$ cat src/rtl/wtm_arb_pkg.sv
// Shared types and widths for the multiplier arbiter slice.
package wtm_arb_pkg;

    localparam int unsigned PROD_W = 8;
    localparam int unsigned OPND_W = 4;

    typedef enum logic [1:0] {
        IDLE = 2'd0,
        MUL  = 2'd1,
        RESP = 2'd2
    } state_e;

endpackage

$ cat src/rtl/rr_arbiter.sv
// Round-robin picker: first set request scanning upward from ptr+1, wrapping at NREQ.
module rr_arbiter #(
    parameter  int unsigned NREQ = 4,
    localparam int unsigned ID_W = $clog2(NREQ)
) (
    input  logic [NREQ-1:0] i_req,
    input  logic [ID_W-1:0] i_ptr,
    output logic [NREQ-1:0] o_grant,
    output logic [ID_W-1:0] o_idx,
    output logic            o_any
);

    always_comb begin
        int unsigned k;
        k       = 0;
        o_grant = '0;
        o_idx   = '0;
        o_any   = 1'b0;
        for (int unsigned off = 1; off <= NREQ; off++) begin
            k = (int'(i_ptr) + off) % NREQ;
            if (!o_any && i_req[ID_W'(k)]) begin
                o_any            = 1'b1;
                o_idx            = ID_W'(k);
                o_grant[ID_W'(k)] = 1'b1;
            end
        end
    end

endmodule

$ cat src/rtl/wallace_tree_multiplier.sv
// 4-bit signed x 4-bit unsigned multiplier; partial products reduced by carry-save adders.
module wallace_tree_multiplier
    import wtm_arb_pkg::*;
(
    input  logic [OPND_W-1:0] i_a,
    input  logic [OPND_W-1:0] i_b,
    output logic [PROD_W-1:0] o_z
);

    logic [PROD_W-1:0] w_a_ext;
    logic [PROD_W-1:0] w_pp [OPND_W];
    logic [PROD_W-1:0] w_s1, w_c1, w_s2, w_c2;

    // Sign-extending A up front keeps every row correct modulo 2^8.
    assign w_a_ext = {{(PROD_W - OPND_W){i_a[OPND_W-1]}}, i_a};

    always_comb begin
        for (int j = 0; j < int'(OPND_W); j++) begin
            w_pp[j] = i_b[j] ? (w_a_ext << j) : '0;
        end
    end

    assign w_s1 = w_pp[0] ^ w_pp[1] ^ w_pp[2];
    assign w_c1 = ((w_pp[0] & w_pp[1]) | (w_pp[0] & w_pp[2]) | (w_pp[1] & w_pp[2])) << 1;
    assign w_s2 = w_s1 ^ w_c1 ^ w_pp[3];
    assign w_c2 = ((w_s1 & w_c1) | (w_s1 & w_pp[3]) | (w_c1 & w_pp[3])) << 1;
    assign o_z  = w_s2 + w_c2;

endmodule

$ cat src/rtl/wtm_mul_arbiter.sv
// Shares one multiplier among NREQ requesters: RR grant, timed multiply, valid/ready response.
module wtm_mul_arbiter
    import wtm_arb_pkg::*;
#(
    parameter  int unsigned NREQ     = 4,
    parameter  int unsigned MUL_WAIT = 1,
    localparam int unsigned ID_W     = $clog2(NREQ)
) (
    input  logic                   i_clk,
    input  logic                   i_rst,
    input  logic [NREQ-1:0]        i_req_valid,
    input  logic [NREQ*OPND_W-1:0] i_req_a,
    input  logic [NREQ*OPND_W-1:0] i_req_b,
    output logic [NREQ-1:0]        o_req_ready,
    output logic                   o_rsp_valid,
    input  logic                   i_rsp_ready,
    output logic [ID_W-1:0]        o_rsp_id,
    output logic [PROD_W-1:0]      o_rsp_z,
    output logic                   o_busy
);

    localparam int unsigned CNT_W = 4;

    state_e            r_state, w_state_next;
    logic [ID_W-1:0]   r_ptr, r_id, r_rsp_id;
    logic [CNT_W-1:0]  r_cnt;
    logic [OPND_W-1:0] r_a, r_b;
    logic              r_rsp_valid;
    logic [PROD_W-1:0] r_rsp_z;
    logic [PROD_W-1:0] w_prod;
    logic [NREQ-1:0]   w_grant;
    logic [ID_W-1:0]   w_win;
    logic              w_any;
    logic              w_fire;
    logic              w_capture;

    rr_arbiter #(
        .NREQ (NREQ)
    ) u_rr (
        .i_req   (i_req_valid),
        .i_ptr   (r_ptr),
        .o_grant (w_grant),
        .o_idx   (w_win),
        .o_any   (w_any)
    );

    wallace_tree_multiplier u_mul (
        .i_a (r_a),
        .i_b (r_b),
        .o_z (w_prod)
    );

    always_comb begin
        w_state_next = r_state;
        o_req_ready  = '0;
        w_fire       = 1'b0;
        w_capture    = 1'b0;
        unique case (r_state)
            IDLE: begin
                if (w_any) begin
                    o_req_ready  = w_grant;
                    w_fire       = 1'b1;
                    w_state_next = MUL;
                end
            end
            MUL: begin
                if (r_cnt == CNT_W'(MUL_WAIT - 1)) begin
                    w_capture    = 1'b1;
                    w_state_next = RESP;
                end
            end
            RESP: begin
                if (i_rsp_ready) w_state_next = IDLE;
            end
            default: w_state_next = IDLE;
        endcase
    end

    always_ff @(posedge i_clk) begin
        if (i_rst) r_state <= IDLE;
        else       r_state <= w_state_next;
    end

    always_ff @(posedge i_clk) begin
        if (i_rst) begin
            r_ptr       <= ID_W'(NREQ - 1);
            r_id        <= '0;
            r_cnt       <= '0;
            r_a         <= '0;
            r_b         <= '0;
            r_rsp_valid <= 1'b0;
            r_rsp_id    <= '0;
            r_rsp_z     <= '0;
        end else begin
            if (w_fire) begin
                r_a   <= i_req_a[w_win*OPND_W +: OPND_W];
                r_b   <= i_req_b[w_win*OPND_W +: OPND_W];
                r_id  <= w_win;
                r_ptr <= w_win;
                r_cnt <= '0;
            end
            if (r_state == MUL) r_cnt <= r_cnt + 1'b1;
            if (w_capture) begin
                r_rsp_z     <= w_prod;
                r_rsp_id    <= r_id;
                r_rsp_valid <= 1'b1;
            end
            if (r_state == RESP && i_rsp_ready) r_rsp_valid <= 1'b0;
        end
    end

    assign o_rsp_valid = r_rsp_valid;
    assign o_rsp_id    = r_rsp_id;
    assign o_rsp_z     = r_rsp_z;
    assign o_busy      = (r_state != IDLE);

endmodule
$ cat config.mk
export PLATFORM = sky130hd
export DESIGN_NAME = wtm_mul_arbiter
export DESIGN_NICKNAME = d
export VERILOG_FILES = /design/src/rtl/wtm_arb_pkg.sv /design/src/rtl/rr_arbiter.sv /design/src/rtl/wallace_tree_multiplier.sv /design/src/rtl/wtm_mul_arbiter.sv
export SDC_FILE = /design/constraint.sdc
export NUM_CORES = 1
export LEC_CHECK = 0
export ABC_AREA = 1
export BUFFER_PORTS_ARGS = -buffer_cell sky130_fd_sc_hd__buf_2
export CORE_MARGIN = 5
export CORE_UTILIZATION = 45
export DETAILED_ROUTE_END_ITERATION = 6
export PLACE_DENSITY = 0.65
export SLEW_MARGIN = 20
export SYNTH_ARGS = -nofsm -noshare
export SYNTH_HDL_FRONTEND = slang
export SYNTH_HIERARCHICAL = 1
export SYNTH_SLANG_ARGS = --single-unit
$ cat constraint.sdc
create_clock -name i_clk -period 8.65 [get_ports i_clk]
set_clock_uncertainty 0.2 [all_clocks]
set_input_delay 1.73 -clock i_clk [delete_from_list [all_inputs] [get_ports i_clk]]
set_output_delay 1.73 -clock i_clk [all_outputs]
set_load 0.05 [all_outputs]
==> results_tabular.tex <==
\begin{tabular}{lr}
\hline
Metric & Value \\
\hline
\multicolumn{2}{l}{\textbf{STA}} \\
Setup slack of the critical path after layout & roughly 3.7 ns \\
Unrepaired setup endpoints after global routing & false \\
Setup-violating endpoint count in the final report & 0 \\
Hold violation count in the final report & 0 \\
Worst-case hold slack & $\sim$0.28 ns \\
Final max-slew violation count & 0 \\
Highest Clock Rate & $\sim$0.2 GHz \\
Rel. slew slack & 0.4225 \\
Transition time at the pin with the least slew margin & $\sim$0.87 ns \\
Min Clock Period, post-route & $\sim$5.0 ns \\
Setup Total Neg Slack & 0 ns \\
Period Utilization, post-route & 0.5758 \\
\multicolumn{2}{l}{\textbf{Cells and area}} \\
Final design instance area without fill & $\sim$3100 sq um \\
Number of inserted diodes & 0 \\
Final net count & between 500 and 600 \\
Most common library cell in the layout ignoring fill and taps & sky130\_fd\_sc\_hd\_\_nand2\_1 \\
Layout filler cell count & between 600 and 700 \\
Commonest non-fill, non-tap cells in the layout & sky130\_fd\_sc\_hd\_\_nand2\_1 (129), sky130\_fd\_sc\_hd\_\_inv\_1 (95), sky130\_fd\_sc\_hd\_\_buf\_2 (54), sky130\_fd\_sc\_hd\_\_nand3\_1 (44), sky130\_fd\_sc\_hd\_\_nor2\_1 (40) \\
Area growth from synthesis to layout & 15.14\% \\
Share of post-route cells with drive strength above 1 & 0.1934 \\
\multicolumn{2}{l}{\textbf{Clock tree}} \\
CTS clock-pin slew for the worst setup and hold paths & roughly 0.07 ns \\
Setup bufs post-CTS & 0 \\
Number of CTS-inserted buffers & 5 \\
Number of buffers on the longest clock path & 2 \\
Worst skew pair latency & $\sim$0.29 ns \\
TritonCTS Sinks & 29 \\
TritonCTS clock tree & built \\
CTS Hold Bufs & 0 \\
Post\_cts resized & 0 \\
Clk root buf & sky130\_fd\_sc\_hd\_\_clkbuf\_8 \\
Depth of the CTS H-tree & 2 \\
\multicolumn{2}{l}{\textbf{Setup path}} \\
Maximum fanout encountered on the critical timing path & 7 \\
Type of element capturing the critical path & primary output \\
Type of the setup path with the least slack & input pin to primary output \\
Critical Path Source Type & input pin \\
Req. time, crit path & 6.72 ns \\
WP data arrival & 3.05 ns \\
\multicolumn{2}{l}{\textbf{Drt}} \\
Average detailed-routed wire length per instance & 9.668 um \\
Vias after detailed routing & 2609 \\
Count of antenna-violating nets left after detailed routing & 0 \\
Iteration count of the initial detailed-routing pass & 4 \\
Vias per cell & 4.651 \\
Post-route DRC & 0 \\
Final routed wirelength across all metal layers & approximately 5400 um \\
Violation count after the first detailed-routing iteration & 76 \\
\multicolumn{2}{l}{\textbf{Floorplanning}} \\
Placement Rows & 28 \\
Die span in y & just under 90 um \\
Core Footprint & 5851 sq um \\
Horiz. Die Dim & 87.14 um \\
Top-Level Pins & 55 \\
Die area & approximately 7600 sq um \\
Starting density of the core & 0.4577 \\
\multicolumn{2}{l}{\textbf{Logic synthesis}} \\
Cell Area, Synth & $\sim$2700 sq um \\
Mean instance size in the synthesized netlist & approximately 6 sq um \\
Post-synth net total & approximately 500 \\
Seq cells post-synth & 29 \\
Fraction of the yosys area taken by sequential cells & 0.2168 \\
Synthesis warning total & 6 \\
Count of distinct cell types in the synthesized netlist & 30 \\
Post-Syn Instances & roughly 430 \\
\multicolumn{2}{l}{\textbf{Place}} \\
Instance area after placement & 2949 sq um \\
Final estimated routing congestion in global placement & 0.8746 \\
Post-detail-place hpwl & roughly 4400 um \\
Minimum setup slack after placement & approximately 3.7 ns \\
Count of input and output buffers & 54 \\
\multicolumn{2}{l}{\textbf{Global route}} \\
Global-route wire length before repair & roughly 10000 um \\
Antenna violations before repair & 0 \\
Total track usage & 0.1574 \\
Total gr overflow & 0 \\
Via count of the first global-routing pass & roughly 2500 \\
Largest net degree at the start of global routing & 23 \\
\multicolumn{2}{l}{\textbf{Run}} \\
Maxcap violations & 0 \\
\multicolumn{2}{l}{\textbf{Power and ir drop}} \\
Pwr dens & 402.5 nW/um\^{}2 \\
Reported leakage power & about 1.9 nW \\
Worst-case vdd ir drop & between 0.2 and 0.3 mV \\
\multicolumn{2}{l}{\textbf{Status}} \\
Status & complete, no violations \\
\multicolumn{2}{l}{\textbf{Min path}} \\
Min-delay worst type & flop to flop \\
\hline
\end{tabular}
==> layer usage <==
metal  track usage  wire length (um)
met5             0                 0
met4       0.04881                61
met3       0.03974               167
met2        0.2940              2711
met1        0.1729              2482
==> final timing paths <==
check,startpoint,end,slack (ns),depth (start not counted)
max,i_req_valid[2],o_req_ready[2],3.67,10
max reg2reg,r_ptr[0],r_b[0],5.36,14
min,o_rsp_valid,o_rsp_valid,0.28,2
min reg2reg,o_rsp_valid,o_rsp_valid,0.28,2
==> registers in the layout (all words and copies together) (netlist names) <==
name / count
r_b: 4
r_ptr: 2
r_state: 2
r_a: 4
o_rsp_z: 8
o_rsp_valid: 1
r_cnt: 4
o_rsp_id: 2
r_id: 2
==> power by group <==
| part | internal (W) | leakage, nW | switching (W) |
|---|---|---|---|
| registers | 0.000185 | 0.239 | 0.0000477 |
| clock network | 0.000114 | 0.0681 | 0.0000542 |
| logic | 0.000260 | 1.57 | 0.000580 |
==> critical path, cell delays in order <==
cell and delay [ns]:
sky130_fd_sc_hd__buf_2 0.10, sky130_fd_sc_hd__inv_1 0.04, sky130_fd_sc_hd__nand2_1 0.06, sky130_fd_sc_hd__nand2_1 0.12, sky130_fd_sc_hd__inv_1 0.06, sky130_fd_sc_hd__nor2_2 0.22
sky130_fd_sc_hd__nand4_1 0.31, sky130_fd_sc_hd__nand2_1 0.14, sky130_fd_sc_hd__nor2_1 0.05, sky130_fd_sc_hd__buf_2 0.21
==> kinds of logic (layout without fill, tap and decap cells) <==
kind of cell | count (synthesis) | after routing | share of synthesized area
xor+xnor | 2 | 2 | 0.006543
fa+ha+maj | 24 | 24 | 0.1318
buf+inv | 112 | 164 | 0.1785
simple gates | 240 | 240 | 0.4005
flops | 29 | 29 | 0.2168
compound gates | 27 | 27 | 0.06589
==> final cells by class <==
cell class / count / area, sq um / area share
multi-input combinational: 293 / 1619 / 0.5252
sequential: 29 / 580.6 / 0.1883
inverter: 102 / 385.4 / 0.1250
timing repair buffer: 54 / 270.3 / 0.08766
tap: 75 / 93.84 / 0.03044
clock buffer: 5 / 68.82 / 0.02232
clock inverter: 3 / 65.06 / 0.02110
==> cell usage after synthesis <==
| cell | instances | area [sq um] |
|---|---|---|
| sky130_fd_sc_hd__a21boi_0 | 4 | 30.03 |
| sky130_fd_sc_hd__a21oi_1 | 10 | 50.05 |
| sky130_fd_sc_hd__a21oi_2 | 8 | 70.07 |
| sky130_fd_sc_hd__a31oi_1 | 1 | 6.260 |
| sky130_fd_sc_hd__buf_2 | 2 | 10.01 |
| sky130_fd_sc_hd__buf_4 | 2 | 15.01 |
| sky130_fd_sc_hd__buf_6 | 6 | 67.56 |
| sky130_fd_sc_hd__dfxtp_1 | 29 | 580.6 |
| sky130_fd_sc_hd__fa_1 | 7 | 140.1 |
| sky130_fd_sc_hd__ha_1 | 17 | 212.7 |
| sky130_fd_sc_hd__inv_1 | 95 | 356.6 |
| sky130_fd_sc_hd__inv_2 | 6 | 22.52 |
| sky130_fd_sc_hd__inv_4 | 1 | 6.260 |
| sky130_fd_sc_hd__nand2_1 | 129 | 484.2 |
| sky130_fd_sc_hd__nand2_2 | 8 | 50.05 |
| sky130_fd_sc_hd__nand2_4 | 3 | 33.78 |
| sky130_fd_sc_hd__nand3_1 | 44 | 220.2 |
| sky130_fd_sc_hd__nand3_2 | 1 | 10.01 |
| sky130_fd_sc_hd__nand3_4 | 1 | 17.52 |
| sky130_fd_sc_hd__nand3b_1 | 1 | 7.510 |
| sky130_fd_sc_hd__nand4_1 | 6 | 37.54 |
| sky130_fd_sc_hd__nor2_1 | 40 | 150.1 |
| sky130_fd_sc_hd__nor2_2 | 2 | 12.51 |
| sky130_fd_sc_hd__nor2_4 | 1 | 11.26 |
| sky130_fd_sc_hd__nor2_8 | 1 | 20.02 |
| sky130_fd_sc_hd__nor3_1 | 1 | 5.000 |
| sky130_fd_sc_hd__o21ai_0 | 3 | 15.01 |
| sky130_fd_sc_hd__o21ai_1 | 1 | 5.000 |
| sky130_fd_sc_hd__or2_1 | 2 | 12.51 |
| sky130_fd_sc_hd__xnor2_1 | 2 | 17.52 |
==> stage by stage <==
step                total power (W)  utilization  cells
global route               0.001373       0.5269    561
floorplan                 0.0009754            -    434
detailed placement         0.001084       0.5041    553
global placement           0.001081       0.5041    553
finish                     0.001241       0.5269    561
CTS                        0.001256       0.5269    561
(Power assumes the default switching activity.)
